[src/rtl/lsu_mem_ctrl_pkg.sv]
// -----------------------------------------------------------------------------
// lsu_mem_ctrl_pkg
//   Shared definitions for the load/store sequencer: the FSM state encoding
//   and the default width / timeout values used by lsu_mem_ctrl.
// -----------------------------------------------------------------------------
package lsu_mem_ctrl_pkg;

    localparam int LSU_DW      = 16;
    localparam int LSU_TIMEOUT = 16;

    typedef enum logic [1:0] {
        IDLE = 2'd0,
        ADDR = 2'd1,
        REQ  = 2'd2,
        DONE = 2'd3
    } lsu_state_t;

endpackage

[src/rtl/lsu_addr_gen.sv]
// -----------------------------------------------------------------------------
// lsu_addr_gen
//   Effective address former for M-type instructions: base plus the
//   sign-extended 4-bit offset. The sum wraps modulo 2^DW with no flag.
// Ports:
//   base  in  DW  base register value
//   imm4  in  4   signed offset field
//   ea    out DW  effective address
// -----------------------------------------------------------------------------
module lsu_addr_gen #(
    parameter int DW = 16
) (
    input  logic [DW-1:0] base,
    input  logic [3:0]    imm4,
    output logic [DW-1:0] ea
);

    assign ea = base + {{(DW-4){imm4[3]}}, imm4};

endmodule

[src/rtl/lsu_mem_ctrl.sv]
// -----------------------------------------------------------------------------
// lsu_mem_ctrl
//   Load/store sequencer. Captures a request from decode, forms the effective
//   address, runs a req/ack handshake with data memory (wait states allowed,
//   aborted after TIMEOUT unacknowledged cycles), writes load data back to the
//   register file and holds busy so fetch stalls until the access completes.
// Ports:
//   clk, rst_n                     clock, asynchronous active-low reset
//   start, is_store, base, imm4,   request from decode, sampled only in IDLE
//   st_data, rd_addr
//   mem_req, mem_we, mem_addr,     memory request side, all zero when idle
//   mem_wdata
//   mem_ack, mem_rdata             memory completion and load data
//   busy                           high in every state except IDLE
//   wb_en, wb_addr, wb_data        one-cycle register-file write (loads)
//   done                           one-cycle completion pulse
//   err                            one-cycle timeout abort pulse
// -----------------------------------------------------------------------------
module lsu_mem_ctrl
    import lsu_mem_ctrl_pkg::*;
#(
    parameter int TIMEOUT = LSU_TIMEOUT,
    parameter int DW      = LSU_DW
) (
    input  logic          clk,
    input  logic          rst_n,
    input  logic          start,
    input  logic          is_store,
    input  logic [DW-1:0] base,
    input  logic [3:0]    imm4,
    input  logic [DW-1:0] st_data,
    input  logic [3:0]    rd_addr,
    output logic          mem_req,
    output logic          mem_we,
    output logic [DW-1:0] mem_addr,
    output logic [DW-1:0] mem_wdata,
    input  logic          mem_ack,
    input  logic [DW-1:0] mem_rdata,
    output logic          busy,
    output logic          wb_en,
    output logic [3:0]    wb_addr,
    output logic [DW-1:0] wb_data,
    output logic          done,
    output logic          err
);

    localparam int CW = (TIMEOUT > 1) ? $clog2(TIMEOUT) : 1;
    localparam logic [CW-1:0] CNT_LIMIT = CW'(TIMEOUT - 1);
    localparam logic [CW-1:0] CNT_MAX   = '1;

    lsu_state_t    state;
    logic          lat_store;
    logic [DW-1:0] lat_base;
    logic [3:0]    lat_imm4;
    logic [DW-1:0] lat_wdata;
    logic [3:0]    lat_rd;
    logic [CW-1:0] wait_cnt;
    logic [DW-1:0] ea_next;

    lsu_addr_gen #(.DW(DW)) u_addr_gen (
        .base (lat_base),
        .imm4 (lat_imm4),
        .ea   (ea_next)
    );

    // busy comes straight from the state register so an async reset
    // releases the fetch stall immediately.
    assign busy = (state != IDLE);

    // Sequencer FSM. mem_addr doubles as the registered effective address;
    // it and the other memory-side outputs are loaded on the ADDR->REQ edge
    // and cleared on leaving REQ, so they read zero whenever mem_req is low.
    // done/wb_*/err are one-cycle pulses: cleared by default every cycle.
    always_ff @(posedge clk or negedge rst_n) begin
        if (!rst_n) begin
            state     <= IDLE;
            lat_store <= 1'b0;
            lat_base  <= '0;
            lat_imm4  <= '0;
            lat_wdata <= '0;
            lat_rd    <= '0;
            wait_cnt  <= '0;
            mem_req   <= 1'b0;
            mem_we    <= 1'b0;
            mem_addr  <= '0;
            mem_wdata <= '0;
            wb_en     <= 1'b0;
            wb_addr   <= '0;
            wb_data   <= '0;
            done      <= 1'b0;
            err       <= 1'b0;
        end else begin
            wb_en   <= 1'b0;
            wb_addr <= '0;
            wb_data <= '0;
            done    <= 1'b0;
            err     <= 1'b0;

            case (state)
                IDLE: begin
                    if (start) begin
                        lat_store <= is_store;
                        lat_base  <= base;
                        lat_imm4  <= imm4;
                        lat_wdata <= st_data;
                        lat_rd    <= rd_addr;
                        state     <= ADDR;
                    end
                end

                ADDR: begin
                    wait_cnt  <= '0;
                    mem_req   <= 1'b1;
                    mem_we    <= lat_store;
                    mem_addr  <= ea_next;
                    mem_wdata <= lat_store ? lat_wdata : '0;
                    state     <= REQ;
                end

                REQ: begin
                    // Ack is checked first so it wins over the timeout limit.
                    if (mem_ack) begin
                        mem_req   <= 1'b0;
                        mem_we    <= 1'b0;
                        mem_addr  <= '0;
                        mem_wdata <= '0;
                        done      <= 1'b1;
                        wb_en     <= ~lat_store;
                        wb_addr   <= lat_store ? 4'd0 : lat_rd;
                        wb_data   <= lat_store ? '0 : mem_rdata;
                        state     <= DONE;
                    end else if (wait_cnt == CNT_LIMIT) begin
                        mem_req   <= 1'b0;
                        mem_we    <= 1'b0;
                        mem_addr  <= '0;
                        mem_wdata <= '0;
                        err       <= 1'b1;
                        state     <= IDLE;
                    end else if (wait_cnt != CNT_MAX) begin
                        wait_cnt  <= wait_cnt + 1'b1;
                    end
                end

                DONE: begin
                    state <= IDLE;
                end

                default: begin
                    state <= IDLE;
                end
            endcase
        end
    end

endmodule

[config.mk]
export PLATFORM = sky130hd
export DESIGN_NAME = lsu_mem_ctrl
export DESIGN_NICKNAME = d
export VERILOG_FILES = /design/src/rtl/lsu_mem_ctrl_pkg.sv /design/src/rtl/lsu_addr_gen.sv /design/src/rtl/lsu_mem_ctrl.sv
export SDC_FILE = /design/constraint.sdc
export NUM_CORES = 1
export LEC_CHECK = 0
export ABC_AREA = 1
export CAP_MARGIN = 20
export CORE_ASPECT_RATIO = 1.2
export CORE_MARGIN = 2
export CORE_UTILIZATION = 44
export CTS_CLUSTER_DIAMETER = 150
export DETAILED_ROUTE_END_ITERATION = 8
export PLACE_DENSITY = 0.86
export SETUP_SLACK_MARGIN = 0.5
export SYNTH_ARGS = -nofsm -noshare
export SYNTH_HDL_FRONTEND = slang
export SYNTH_SLANG_ARGS = --single-unit
[constraint.sdc]
create_clock -name clk -period 1.7 [get_ports clk]
set_input_delay 0.34 -clock clk [delete_from_list [all_inputs] [get_ports clk]]
set_output_delay 0.34 -clock clk [all_outputs]
set_load 0.01 [all_outputs]
==> results.md, run 1 <==
Power and ir drop:
- The power share of the clock group is 11.2%.
- The analysis attributes to cell leakage a power of 4.267 nW.
- The share of power burned in combinational logic is 66.0%.
- Dividing total power by cell area gives a power density of 2266 nW/µm².
- The sequential cell fraction of total power is 22.8%.
- In this run switching power makes up 44.62% of total power.
- Across the VDD grid, the largest voltage drop is 1182 µV.
- The internal power contribution is 0.01046 W.
- The reported net switching power is 0.008430 W.

Synth:
- The number of synthesized register bits is 104.
- A synthesized cell averages 8.917 µm².
- In the synthesized netlist, the cells that appear most often are sky130_fd_sc_hd__nand2_1 (135), sky130_fd_sc_hd__dfrtp_1 (104), sky130_fd_sc_hd__inv_1 (83).
- By area the synthesized netlist is led by sky130_fd_sc_hd__dfrtp_1 (55%), sky130_fd_sc_hd__nand2_1 (11%), sky130_fd_sc_hd__inv_1 (6.6%).
- The number of warnings reported in the yosys synthesis log is 0.
- The count of flip-flops with a built-in enable after synthesis is 0.
- After synthesis, the share of flip-flops with an asynchronous set or reset is 100.0%.
- The count of mapped cells out of synthesis is 529.
- The cell area that synthesis handed to floorplanning was 4717 µm².
- The post-synthesis net count is 607.
- The most common flop cell mapped by yosys is sky130_fd_sc_hd__dfrtp_1.
- Of all cell types, the one taking the most synthesized area is sky130_fd_sc_hd__dfrtp_1.
- The number of unique standard cell types used by synthesis is 28.
- The portion of synthesized cell area occupied by the leading cell type is 55.17%.
- Of the synthesized area, sequential elements account for 55.17%.
- In the post-synthesis netlist, the cell with the most instances is sky130_fd_sc_hd__nand2_1.

Global route:
- The pin count of the biggest net entering global routing is 45.
- The first-pass GRT wire length is 23.67 mm.
- For this run, the total global-route usage over all layers was measured as 25.38%.
- The initial antenna violation count is 0.
- The via count of the first global-routing pass is 4906.
- The remaining global-route overflow is 0.

STA:
- The final-report setup violation count is 14.
- The share of the clock period used by the worst path is 111.2%.
- The smallest clock period supported by the final layout is computed as 1.891 ns.
- Headroom to the max-slew limit came out at 66.71%.
- The number of max-slew violations in the final report was 0.
- Setup repair after global routing could not meet its margin everywhere.
- The maximum clock rate is 529.0 MHz.
- The transition time of the tightest slew-check pin is 0.4977 ns.
- Clock skew on the completed layout was measured at 0.01082 ns.
- The final worst slack is -0.1905 ns.
- The tightest hold path in the finished design has a slack of 0.4445 ns.
- The final-report hold violation count is 0.

Flow run:
- The number of violations of the max-capacitance limit is 0.

Run status:
- The final reports fail on setup timing.
- The run finished, with violations left.

Setup path:
- For the worst setup path, the data required time is 1.98 ns.
- Of all nets on the critical path, the largest fanout is 7.
- For flop-to-flop paths, the worst setup slack is -0.19 ns.
- The startpoint of the lowest-slack register-to-register path is lat_imm4[3].
- The start point of the critical path is lat_imm4[3].
- The critical path class is flip-flop to flip-flop.
- The cell count of the worst reg-to-reg path is 9.
- For the worst setup path, the data arrival time is 2.17 ns.
- The nature of the critical path startpoint is a flip-flop.
- The worst setup path is captured at a flip-flop.
- The end of the worst register-to-register path is mem_addr[6].

Final layout:
- The number of filler instances in the final layout is 584.
- The number of diodes added for antenna fixing is 0.
- At the end of the flow, the number of nets in the layout was 817.
- The layout overhead on the synthesized area is 76.71%.
- The ratio of cells with drive above 1 in the final layout is 50.94%.
- The final cell count without fillers is 873.

Floorplan:
- The initialized floorplan defines 41 standard-cell rows.
- Pin placement for this block handled 119 I/O pins.
- The die height is 117.4 µm.
- The horizontal extent of the die is 98.52 µm.
- In this run the standard cell core region covers 10470 µm².
- The starting utilization of the core area is 45.07%.
- The overall die area is 11570 µm².

Route:
- In the routed layout, each cell is associated on average with a via count of 5.481.
- The wire length per cell after detailed routing is 21.67 µm.
- The number of nets with antenna violations after routing is 0.
- The detailed-router iteration count before antenna repair is 4.
- The sum of routed wire length over all layers is 18.92 mm.
- The detailed router finished its first iteration with 314 violations.
- The DRC violations left is 0.
- The routed layout has 4785 vias.

CTS:
- TritonCTS built the clock tree.
- In this run the number of H-tree levels came out at 3.
- The deepest clock path buffer count is 2.
- The library cell used as clock root buffer is sky130_fd_sc_hd__clkbuf_16.
- The number of buffers created by CTS is 9.
- The latest clock arrival within the worst-skew pair is 0.35 ns.
- For this design, the sink count on the clock tree is 104.
- The clock-pin transition on the worst setup and hold timing paths is 0.08 ns.

Worst hold path:
- The class of the tightest hold or removal check is input port to asynchronous set/reset pin.

Placement:
- Summed over all nets, the half-perimeter wirelength after detailed placement is 8.149 mm.
- The final weighted congestion of routability-driven global placement is 0.8756.
- Port buffering added 118 buffers.
- The placed instance count is 775.
[kinds of logic after synthesis]
| logic type | share of synthesized area (%) |
|---|---|
| adder cells (fa/ha/maj) | 4.668 |
| buffers and inverters | 8.859 |
| AND/OR/NAND/NOR | 19.52 |
| multiplexers | 4.987 |
| AO/OA/AOI/OAI | 6.233 |
| flip-flops | 55.17 |
| XOR/XNOR | 0.5571 |
[state kept, by name (all words and copies together) (netlist names), 2 cells and up]
name,flops
mem_wdata,16
mem_addr,16
state,2
wb_addr,4
lat_rd,4
lat_imm4,4
wb_data,16
lat_base,16
lat_wdata,16
wait_cnt,4
[routing by layer]
layer	GRT usage (%)	routed length, µm	vias up	share of wire [%]
li1	-	-	2077	-
met1	29.30	6567	2392	35
met2	44.52	10080	233	53
met3	6.377	1255	83	6.6
met4	10.45	1013	0	5.4
met5	0	0	-	0
[stage by stage]
step	setup slack (ns)	total power [W]	area (µm²)	TNS, ns	utilization [%]
2_1_floorplan	0.1432	0.008128	4753	0	-
3_3_place_gp	0.01658	0.01023	6151	0	58.78
3_5_place_dp	-0.08573	0.01053	6151	-0.4244	58.78
4_1_cts	0.04953	0.01489	7203	0	68.83
5_1_grt	-0.2037	0.01973	8335	-2.035	79.65
6_report	-0.1905	0.01889	8335	-0.8033	79.65
[worst max-delay path by stage]
stage	to	slack, ns	cells past startpoint
after floorplan	mem_addr[14]	0.14	10
after global placement	mem_addr[9]	0.02	9
after detailed placement	mem_addr[9]	-0.09	9
after CTS	mem_addr[14]	0.05	10
after global routing	mem_addr[6]	-0.20	9
final	mem_addr[6]	-0.19	9
[worst max-delay path, stage by stage, from the launching register on]
cell                      delay, ns
sky130_fd_sc_hd__dfrtp_2       0.44
sky130_fd_sc_hd__buf_12        0.16
sky130_fd_sc_hd__ha_4          0.25
sky130_fd_sc_hd__nand2_2       0.10
sky130_fd_sc_hd__nand2_1       0.10
sky130_fd_sc_hd__nand2_2       0.11
sky130_fd_sc_hd__nand3_4       0.11
sky130_fd_sc_hd__a21oi_1       0.27
sky130_fd_sc_hd__o21ai_1       0.17
sky130_fd_sc_hd__nand2_1       0.10
[layout make-up]
class / instances / area [µm²] / share of cell area [%]
Clock inverter: 5 / 45.04 / 0.5404
Timing Repair inverter: 3 / 22.52 / 0.2702
Multi-Input combinational cell: 327 / 2768 / 33.20
Clock buffer: 11 / 252.7 / 3.032
Sequential cell: 104 / 2605 / 31.25
Tap cell: 129 / 161.4 / 1.936
Inverter: 84 / 336.6 / 4.038
Timing Repair Buffer: 210 / 2145 / 25.73
[power by group through the flow]
stage / registers (W) / clock network (W) / logic, W
final: 0.00430 / 0.00212 / 0.0125
after global routing: 0.00437 / 0.00220 / 0.0132
after CTS: 0.00409 / 0.00207 / 0.00872
after detailed placement: 0.00410 / 0 / 0.00642
after global placement: 0.00406 / 0 / 0.00617
after floorplan: 0.00416 / 0 / 0.00397
[repair_timing]
item                                    CTS  global route
gates cloned                             12             3
buffers inserted                         37            29
hold buffers                              1             0
resized for setup                       341           222
endpoints found under the setup margin  141           156
pin swaps                                22            50
hold endpoints to repair                 28             0
[placed cells by master, fill, tap and decap left out, drive strengths merged]
cell type / instances
a21oi: 32
clkinvlp: 5
clkdlybuf4s50: 59
nor3: 3
mux2i: 1
ha: 16
buf: 147
fa: 1
mux2: 20
or2: 1
xnor2: 2
nand3b: 4
inv: 85
dfrtp: 104
clkbuf: 14
and3: 1
clkinv: 2
dlygate4sd3: 1
a22o: 1
nand2: 136
xor2: 1
nand4: 2
o21ai: 22
nor2: 60
o31ai: 2
nand3: 22
No activity file was read; power rests on OpenSTA's default activity.
==> inputs of run 2 (changes only) <==
--- a/config.mk
+++ b/config.mk
@@ -13,7 +13,7 @@
 export CTS_CLUSTER_DIAMETER = 150
 export DETAILED_ROUTE_END_ITERATION = 8
 export PLACE_DENSITY = 0.86
-export SETUP_SLACK_MARGIN = 0.5
+export SETUP_SLACK_MARGIN = 0.3
 export SYNTH_ARGS = -nofsm -noshare
 export SYNTH_HDL_FRONTEND = slang
 export SYNTH_SLANG_ARGS = --single-unit
==> run 2 against run 1 <==
  * The run still ends with setup timing left
  * Largest power group unchanged
  * Die area did not move
  * Critical path type unchanged
  * Global-route usage shrank 3.3 points
  * Utilization fell by 9.0 points
==> results.md, run 2 (same netlist as run 1, synthesis figures left out) <==
Worst hold path:
- The class of the tightest hold or removal check is flip-flop to flip-flop.

STA:
- The transition time of the tightest slew-check pin is 0.4202 ns (-0.07743 ns).
- The final worst slack came to -0.01275 ns (+0.1778 ns).
- The final-report setup violation count is 1 (-13).
- The final critical path time including I/O delays and setup is 1.713 ns (-0.1778 ns).
- The number of max-slew violations in the final report came to 0 (unchanged).
- The headroom to the max-slew limit is 71.99% (+5.3 points).
- The share of the clock period used by the worst path is 100.7% (-10 points).
- The maximum clock rate is 583.9 MHz (+10%).
- The post-route clock skew is 0.009666 ns (-0.001158 ns).
- The final-report hold violation count is 0 (unchanged).
- The tightest hold margin was 0.4735 ns (+0.02895 ns).
- Setup repair after global routing could not meet its margin everywhere.

Final layout:
- The share of the core filled with cells is 70.70% (-9.0 points).
- Leaving out fill and tap cells, the most frequent cell in the layout is sky130_fd_sc_hd__dfrtp_1.
- The top cell types in the final layout, fill and taps aside, are sky130_fd_sc_hd__dfrtp_1 (103), sky130_fd_sc_hd__nand2_1 (78), sky130_fd_sc_hd__inv_1 (71), sky130_fd_sc_hd__clkdlybuf4s50_1 (59), sky130_fd_sc_hd__nor2_1 (42).
- The final cell count without fillers is 826 (-5.4%).
- The ratio of cells with drive above 1 in the final layout was 30.85% (-20 points).
- The area growth from synthesis to layout is 56.84%.
- The net count reported at finish came to 771 (-5.6%).
- The final cell area excluding filler cells was 7398 µm² (-11%).
- The number of diodes added for antenna fixing is 0 (unchanged).

Run status:
- The run finished, with violations left.
- The checks that failed: setup timing.

Placement:
- The final weighted congestion of routability-driven global placement is 0.8156 (-6.9%).
- The final HPWL from detailed placement is 8.075 mm (-0.91%).
- The placed instance count is 776 (+0.13%).
- The cell area after placement is 6158 µm² (+0.12%).
- The number of buffer cells added on primary ports came to 118 (unchanged).

Setup path:
- STA classifies the critical path endpoint as a flip-flop.
- The data required time of the worst path was 1.94 ns (-0.04 ns).
- STA classifies the critical path startpoint as a flip-flop.
- On the critical path, the stage with the largest delay is an instance of sky130_fd_sc_hd__dfrtp_2.
- The critical path in this run is classified as flip-flop to flip-flop.
- Walking the worst path, the cells encountered are buf_12, ha_4, nand2_2, nor2_1, nand2_1, nand3_4, nand2_2, nand2_1, nand2_1, nand3_1, nand2_1.
- The arrival time of the worst setup path was 1.96 ns (-0.21 ns).
- The library cell appearing most often on the critical path is sky130_fd_sc_hd__nand2_1.
- The largest incremental delay on the critical path is 0.45 ns (about the same).
- The setup slack of the most critical reg-to-reg path is -0.01 ns (+0.18 ns).
- The critical-path maximum fanout came to 7 (unchanged).

Floorplan:
- The horizontal extent of the die is 98.52 µm (unchanged).
- The die height is 117.4 µm (unchanged).
- The row count is 41 (unchanged).
- The starting utilization of the core area is 45.07% (unchanged).
- The core area is 10470 µm² (unchanged).
- The overall die area is 11570 µm² (unchanged).
- The number of top-level pins is 119 (unchanged).

Global route:
- The met2 usage is 38.78% (-5.7 points).
- The first-pass GRT wire length came to 20.53 mm (-13%).
- The met3 track utilization from global routing is 4.708% (-1.7 points).
- The most used routing layer is met2.
- The via count of the first global-routing pass is 4363 (-11%).
- The initial antenna violation count is 0 (unchanged).
- The pin count of the biggest net entering global routing is 44 (-2.2%).
- The total routing resource utilization after global routing is 22.12% (-3.3 points).
- The global-route track usage on met1 is 25.55% (-3.8 points).
- The remaining global-route overflow is 0 (unchanged).

Power and ir drop:
- The sequential cell fraction of total power is 27.0% (+4.2 points).
- The internal power contribution was 0.008933 W (-15%).
- The switching portion of total power was 42.60% (-2.0 points).
- The power share of the clock group was 13.0% (+1.8 points).
- The reported net switching power is 0.006630 W (-21%).
- The static power due to leakage is 3.845 nW (-9.9%).
- The power density over the cells is 2104 nW/µm² (-7.2%).
- The share of power burned in combinational logic is 60.0% (-6.0 points).
- The worst vdd rail ir drop was 864.0 µV (-27%).

Route:
- The via count came to 4189 (-12%).
- The number of nets with antenna violations after routing is 0 (unchanged).
- The detailed-router iteration count before antenna repair is 4 (unchanged).
- The DRC violations left is 0 (unchanged).
- The sum of routed wire length over all layers was 12.64 mm (-33%).
- The wire length per cell after detailed routing is 15.30 µm (-29%).
- The initial detailed-routing violation count was 175 (-44%).
- The average vias per placed instance came to 5.071 (-7.5%).

CTS:
- The library cell used as clock root buffer is sky130_fd_sc_hd__clkbuf_16.
- The number of sinks driven by the clock tree is 104 (unchanged).
- The latest clock arrival within the worst-skew pair is 0.35 ns (about the same).
- The H-tree depth is 3 (unchanged).
- The clock-pin transition on the worst setup and hold timing paths is 0.07 ns (about the same).
- The number of buffers created by CTS is 9 (unchanged).
- The deepest clock path buffer count is 2 (unchanged).
- TritonCTS built the clock tree.

Flow run:
- The number of violations of the max-capacitance limit is 0 (unchanged).
run 2: final timing paths:
kind,from,to,cells past startpoint
max in group asynchronous,rst_n,lat_imm4[3],3
worst min register to register,mem_addr[12],mem_addr[12],2
worst min-delay path,mem_addr[12],mem_addr[12],2
worst max-delay path,lat_imm4[3],mem_addr[14],11
worst max register to register,lat_imm4[3],mem_addr[14],11
min in group asynchronous,rst_n,wb_data[9],2
run 2: per-layer routing:
metal	wire, µm	vias up
li1	-	1975
met1	4768	2050
met2	6843	133
met3	630	31
met4	393	0
met5	0	-
run 2: critical path, delay by kind of cell (launching register included):
kind	cells	cell delay, ns
flops	1	0.45
fa+ha+maj	1	0.31
simple gates	9	0.69
buf+inv	1	0.17
run 2: per-stage QoR:
stage                     power, W  worst slack, ns  setup TNS, ns
final                      0.01556         -0.01275       -0.01275
after global routing       0.01662          -0.1282        -0.7063
after CTS                  0.01389          0.05361              0
after detailed placement   0.01046         -0.07550        -0.2851
after global placement     0.01021        -0.008014      -0.008014
after floorplan           0.008057           0.1430              0
run 2: final cells by class:
cell class | count | area [µm²]
clock inverters | 6 | 60.06
inverters | 84 | 334.1
repair inverters | 3 | 22.52
repair buffers | 164 | 1650
fillers | 742 | 3067
clock buffers | 9 | 225.2
multi-input cells | 327 | 2341
flip-flops and latches | 104 | 2604
well taps | 129 | 161.4
run 2: timing repair:
item,4_1_cts,5_1_grt
pin swaps,21,28
hold endpoints to repair,28,0
hold buffers,1,0
resized for setup,132,142
gates cloned,4,1
buffers inserted,15,14
setup endpoints to repair,113,73
run 2: power groups by stage:
stage | clock network [W] | registers (W) | logic [W]
2_1_floorplan | 0 | 0.00415 | 0.00390
5_1_grt | 0.00217 | 0.00430 | 0.0101
3_5_place_dp | 0 | 0.00411 | 0.00635
6_report | 0.00203 | 0.00419 | 0.00934
4_1_cts | 0.00206 | 0.00410 | 0.00774
3_3_place_gp | 0 | 0.00406 | 0.00615
==> inputs of run 3 (changes only) <==
--- a/config.mk
+++ b/config.mk
@@ -7,11 +7,12 @@
 export LEC_CHECK = 0
 export ABC_AREA = 1
 export CAP_MARGIN = 20
-export CORE_ASPECT_RATIO = 1.2
+export CORE_ASPECT_RATIO = 1.1
 export CORE_MARGIN = 2
 export CORE_UTILIZATION = 44
 export CTS_CLUSTER_DIAMETER = 150
 export DETAILED_ROUTE_END_ITERATION = 8
+export GPL_TIMING_DRIVEN = 0
 export PLACE_DENSITY = 0.86
 export SETUP_SLACK_MARGIN = 0.3
 export SYNTH_ARGS = -nofsm -noshare
==> run 3 against run 2 <==
  * The flow still finishes with violations (setup timing)
  * Wire length increased by 4.0%
  * Clock skew decreased by 0.0039 ns
  * Die area about the same
  * Count of clock-buffer cells in the layout increased by 2
  * Largest cell class unchanged
  * Largest power group unchanged
  * Highest routed layer unchanged
==> results.md, run 3 (same netlist as run 1, synthesis figures left out) <==
Power and ir drop:
- The sequential cell fraction of total power is 27.4% (+0.4 points).
- The share of power burned in combinational logic is 59.0% (-1.0 points).
- The static power due to leakage was 3.709 nW (-3.5%).
- The internal power contribution is 0.008571 W (-4.0%).
- The worst vdd rail ir drop is 912.2 µV (+5.6%).
- The power density over the cells is 2118 nW/µm² (+0.69%).
- The switching portion of total power is 43.11% (+0.51 points).
- The power share of the clock group is 13.7% (+0.7 points).
- The reported net switching power is 0.006494 W (-2.0%).

Placement:
- The final HPWL from detailed placement is 8.367 mm (+3.6%).
- The final weighted congestion of routability-driven global placement is 0.8941 (+9.6%).
- The placement-stage worst setup slack is -0.07857 ns (-0.003076 ns).
- The number of buffer cells added on primary ports is 118 (unchanged).
- The placed instance count is 791 (+1.9%).

Global route:
- The met2 usage is 40.96% (+2.2 points).
- The pin count of the biggest net entering global routing is 70 (+59%).
- After global routing, the most crowded layer is met2.
- The remaining global-route overflow is 0 (unchanged).
- The global-route track usage on met1 is 24.35% (-1.2 points).
- The via count of the first global-routing pass came to 4391 (+0.64%).
- The total routing resource utilization after global routing came to 23.05% (+0.93 points).
- The met3 track utilization from global routing is 7.970% (+3.3 points).
- The initial antenna violation count came to 0 (unchanged).
- The first-pass GRT wire length is 20.44 mm (-0.47%).

CTS:
- The latest clock arrival within the worst-skew pair came to 0.34 ns (about the same).
- The number of buffers created by CTS came to 9 (unchanged).
- The H-tree depth was 3 (unchanged).
- The number of sinks driven by the clock tree is 104 (unchanged).
- The deepest clock path buffer count is 2 (unchanged).
- TritonCTS built the clock tree.
- The tree is rooted in a sky130_fd_sc_hd__clkbuf_16.
- The clock-pin transition on the worst setup and hold timing paths is 0.07 ns (about the same).

Route:
- The initial detailed-routing violation count is 210 (+20%).
- The sum of routed wire length over all layers was 13.15 mm (+4.0%).
- The via count was 4130 (-1.4%).
- The detailed-router iteration count before antenna repair was 4 (unchanged).
- The wire length per cell after detailed routing is 15.76 µm (+3.0%).
- The DRC violations left is 0 (unchanged).
- The number of nets with antenna violations after routing is 0 (unchanged).
- The average vias per placed instance is 4.952 (-2.4%).

Final layout:
- The footprint of the multi-input gates is 2190 µm² (-6.5%).
- The net count reported at finish is 764 (-0.91%).
- Leaving out fill and tap cells, the most frequent cells in the layout are sky130_fd_sc_hd__dfrtp_1 (102), sky130_fd_sc_hd__nand2_1 (90), sky130_fd_sc_hd__inv_1 (72), sky130_fd_sc_hd__clkdlybuf4s50_1 (59), sky130_fd_sc_hd__nor2_1 (55).
- The final cell count without fillers is 834 (+0.97%).
- The ratio of cells with drive above 1 in the final layout is 27.21% (-3.6 points).
- The number of filler instances in the final layout was 768 (+3.5%).
- The number of diodes added for antenna fixing is 0 (unchanged).
- The area taken by flip-flops and latches is 2605 µm² (about the same).
- The layout overhead on the synthesized area is 50.80%.
- The most common library cell in the layout ignoring fill and taps is sky130_fd_sc_hd__dfrtp_1.

Floorplan:
- The overall die area is 11570 µm² (about the same).
- The die height is 112.6 µm (-4.1%).
- The horizontal extent of the die is 102.7 µm (+4.3%).
- The number of top-level pins is 119 (unchanged).
- The row count came to 39 (-4.9%).
- The core area came to 10390 µm² (-0.68%).
- The starting utilization of the core area came to 45.38% (+0.31 points).

Setup path:
- The nature of the critical path startpoint is a flip-flop.
- The largest incremental delay on the critical path was 0.44 ns (about the same).
- The critical path class is flip-flop to flip-flop.
- The endpoint class of the critical path is a flip-flop.
- The data required time of the worst path was 1.94 ns (about the same).
- The arrival time of the worst setup path was 2.00 ns (+0.04 ns).
- The signal on the critical path passes through buf_12, ha_4, nand2_1, nand2_1, a21oi_2, nand2_2, nand2_2, nand3_1, nand3_1, nand2_1.
- The critical-path maximum fanout is 7 (unchanged).
- The library cell contributing the largest single delay on the critical path is sky130_fd_sc_hd__dfrtp_2.
- The largest delay contributor family on the critical path is simple AND/OR/NAND/NOR gates.
- Counting stages on the worst path, the most repeated cell is sky130_fd_sc_hd__nand2_1.
- The number of buffers and inverters on the critical path is 1 (unchanged).

STA:
- The number of max-slew violations in the final report is 0 (unchanged).
- The final critical path time including I/O delays and setup is 1.760 ns (+0.04755 ns).
- The share of the clock period used by the worst path is 103.5% (+2.8 points).
- The final worst slack is -0.06030 ns (-0.04755 ns).
- Setup repair after global routing could not meet its margin everywhere.
- The maximum clock rate is 568.1 MHz (-2.7%).
- The final-report hold violation count is 0 (unchanged).
- The transition time of the tightest slew-check pin is 0.4825 ns (+0.06231 ns).
- The final-report setup violation count is 7 (+6).
- The post-route clock skew was 0.005792 ns (-0.003874 ns).
- The headroom to the max-slew limit is 67.83% (-4.2 points).
- The total negative slack for setup checks is -0.1438 ns (-0.1310 ns).

Worst hold path:
- The path class of the tightest hold or removal check is flip-flop to flip-flop.

Flow run:
- The number of violations of the max-capacitance limit is 0 (unchanged).

Run status:
- The run finished, with violations left.
- The checks that failed: setup timing.
==> run 3: cell type report <==
class,count,share of cell area (%)
sequential,104,36.62
multi-input combinational,327,30.78
timing repair buffer,146,19.49
inverter,84,4.609
clock buffer,11,3.553
tap,143,2.515
buffer,14,1.777
clock inverter,5,0.6508
==> run 3: power by group through the flow <==
| stage | clock (W) | sequential [W] | combinational, W |
|---|---|---|---|
| final | 0.00206 | 0.00413 | 0.00888 |
| after global routing | 0.00220 | 0.00422 | 0.00963 |
| after CTS | 0.00209 | 0.00406 | 0.00757 |
| after detailed placement | 0 | 0.00408 | 0.00625 |
| after global placement | 0 | 0.00403 | 0.00604 |
| after floorplan | 0 | 0.00415 | 0.00390 |
==> run 3: layer usage <==
layer  wire, µm  vias up
met5          0        -
met4        388        0
met3        990       38
met2       6853      156
met1       4912     1974
li1           -     1962
==> run 3: timing repair <==
| item | CTS | global route |
|---|---|---|
| endpoints found under the hold margin | 35 | 0 |
| cloned | 2 | 0 |
| hold buffers | 1 | 0 |
| resized for setup | 130 | 93 |
| pin swaps | 17 | 28 |
| buffers inserted | 17 | 7 |
| endpoints found under the setup margin | 125 | 79 |
==> run 3: metrics by stage <==
stage	area (µm²)	hold WS, ns	power [W]	util, %
2_1_floorplan	4741	0.04441	0.008057	-
3_5_place_dp	6126	0.3371	0.01032	58.94
4_1_cts	6830	0.4767	0.01372	65.72
5_1_grt	7113	0.5026	0.01605	68.44
3_3_place_gp	6101	0.4564	0.01007	58.70
6_report	7113	0.4719	0.01507	68.44
==> run 3: worst reg2reg max path: stages (launching register included) <==
cell	delay (ns)
sky130_fd_sc_hd__dfrtp_2	0.44
sky130_fd_sc_hd__buf_12	0.17
sky130_fd_sc_hd__ha_4	0.27
sky130_fd_sc_hd__nand2_1	0.08
sky130_fd_sc_hd__nand2_1	0.09
sky130_fd_sc_hd__a21oi_2	0.16
sky130_fd_sc_hd__nand2_2	0.12
sky130_fd_sc_hd__nand2_2	0.09
sky130_fd_sc_hd__nand3_1	0.08
sky130_fd_sc_hd__nand3_1	0.10
sky130_fd_sc_hd__nand2_1	0.05
==> run 3: final timing paths <==
path	slack [ns]	to	cells after the start	start
setup / recovery	-0.06	mem_addr[11]	10	lat_imm4[3]
setup reg to reg	-0.06	mem_addr[11]	10	lat_imm4[3]
max in group asynchronous	0.50	state[0]	3	rst_n
hold reg to reg	0.47	mem_addr[13]	2	mem_addr[13]
min in group asynchronous	0.49	lat_wdata[5]	2	rst_n
hold / removal	0.47	mem_addr[13]	2	mem_addr[13]
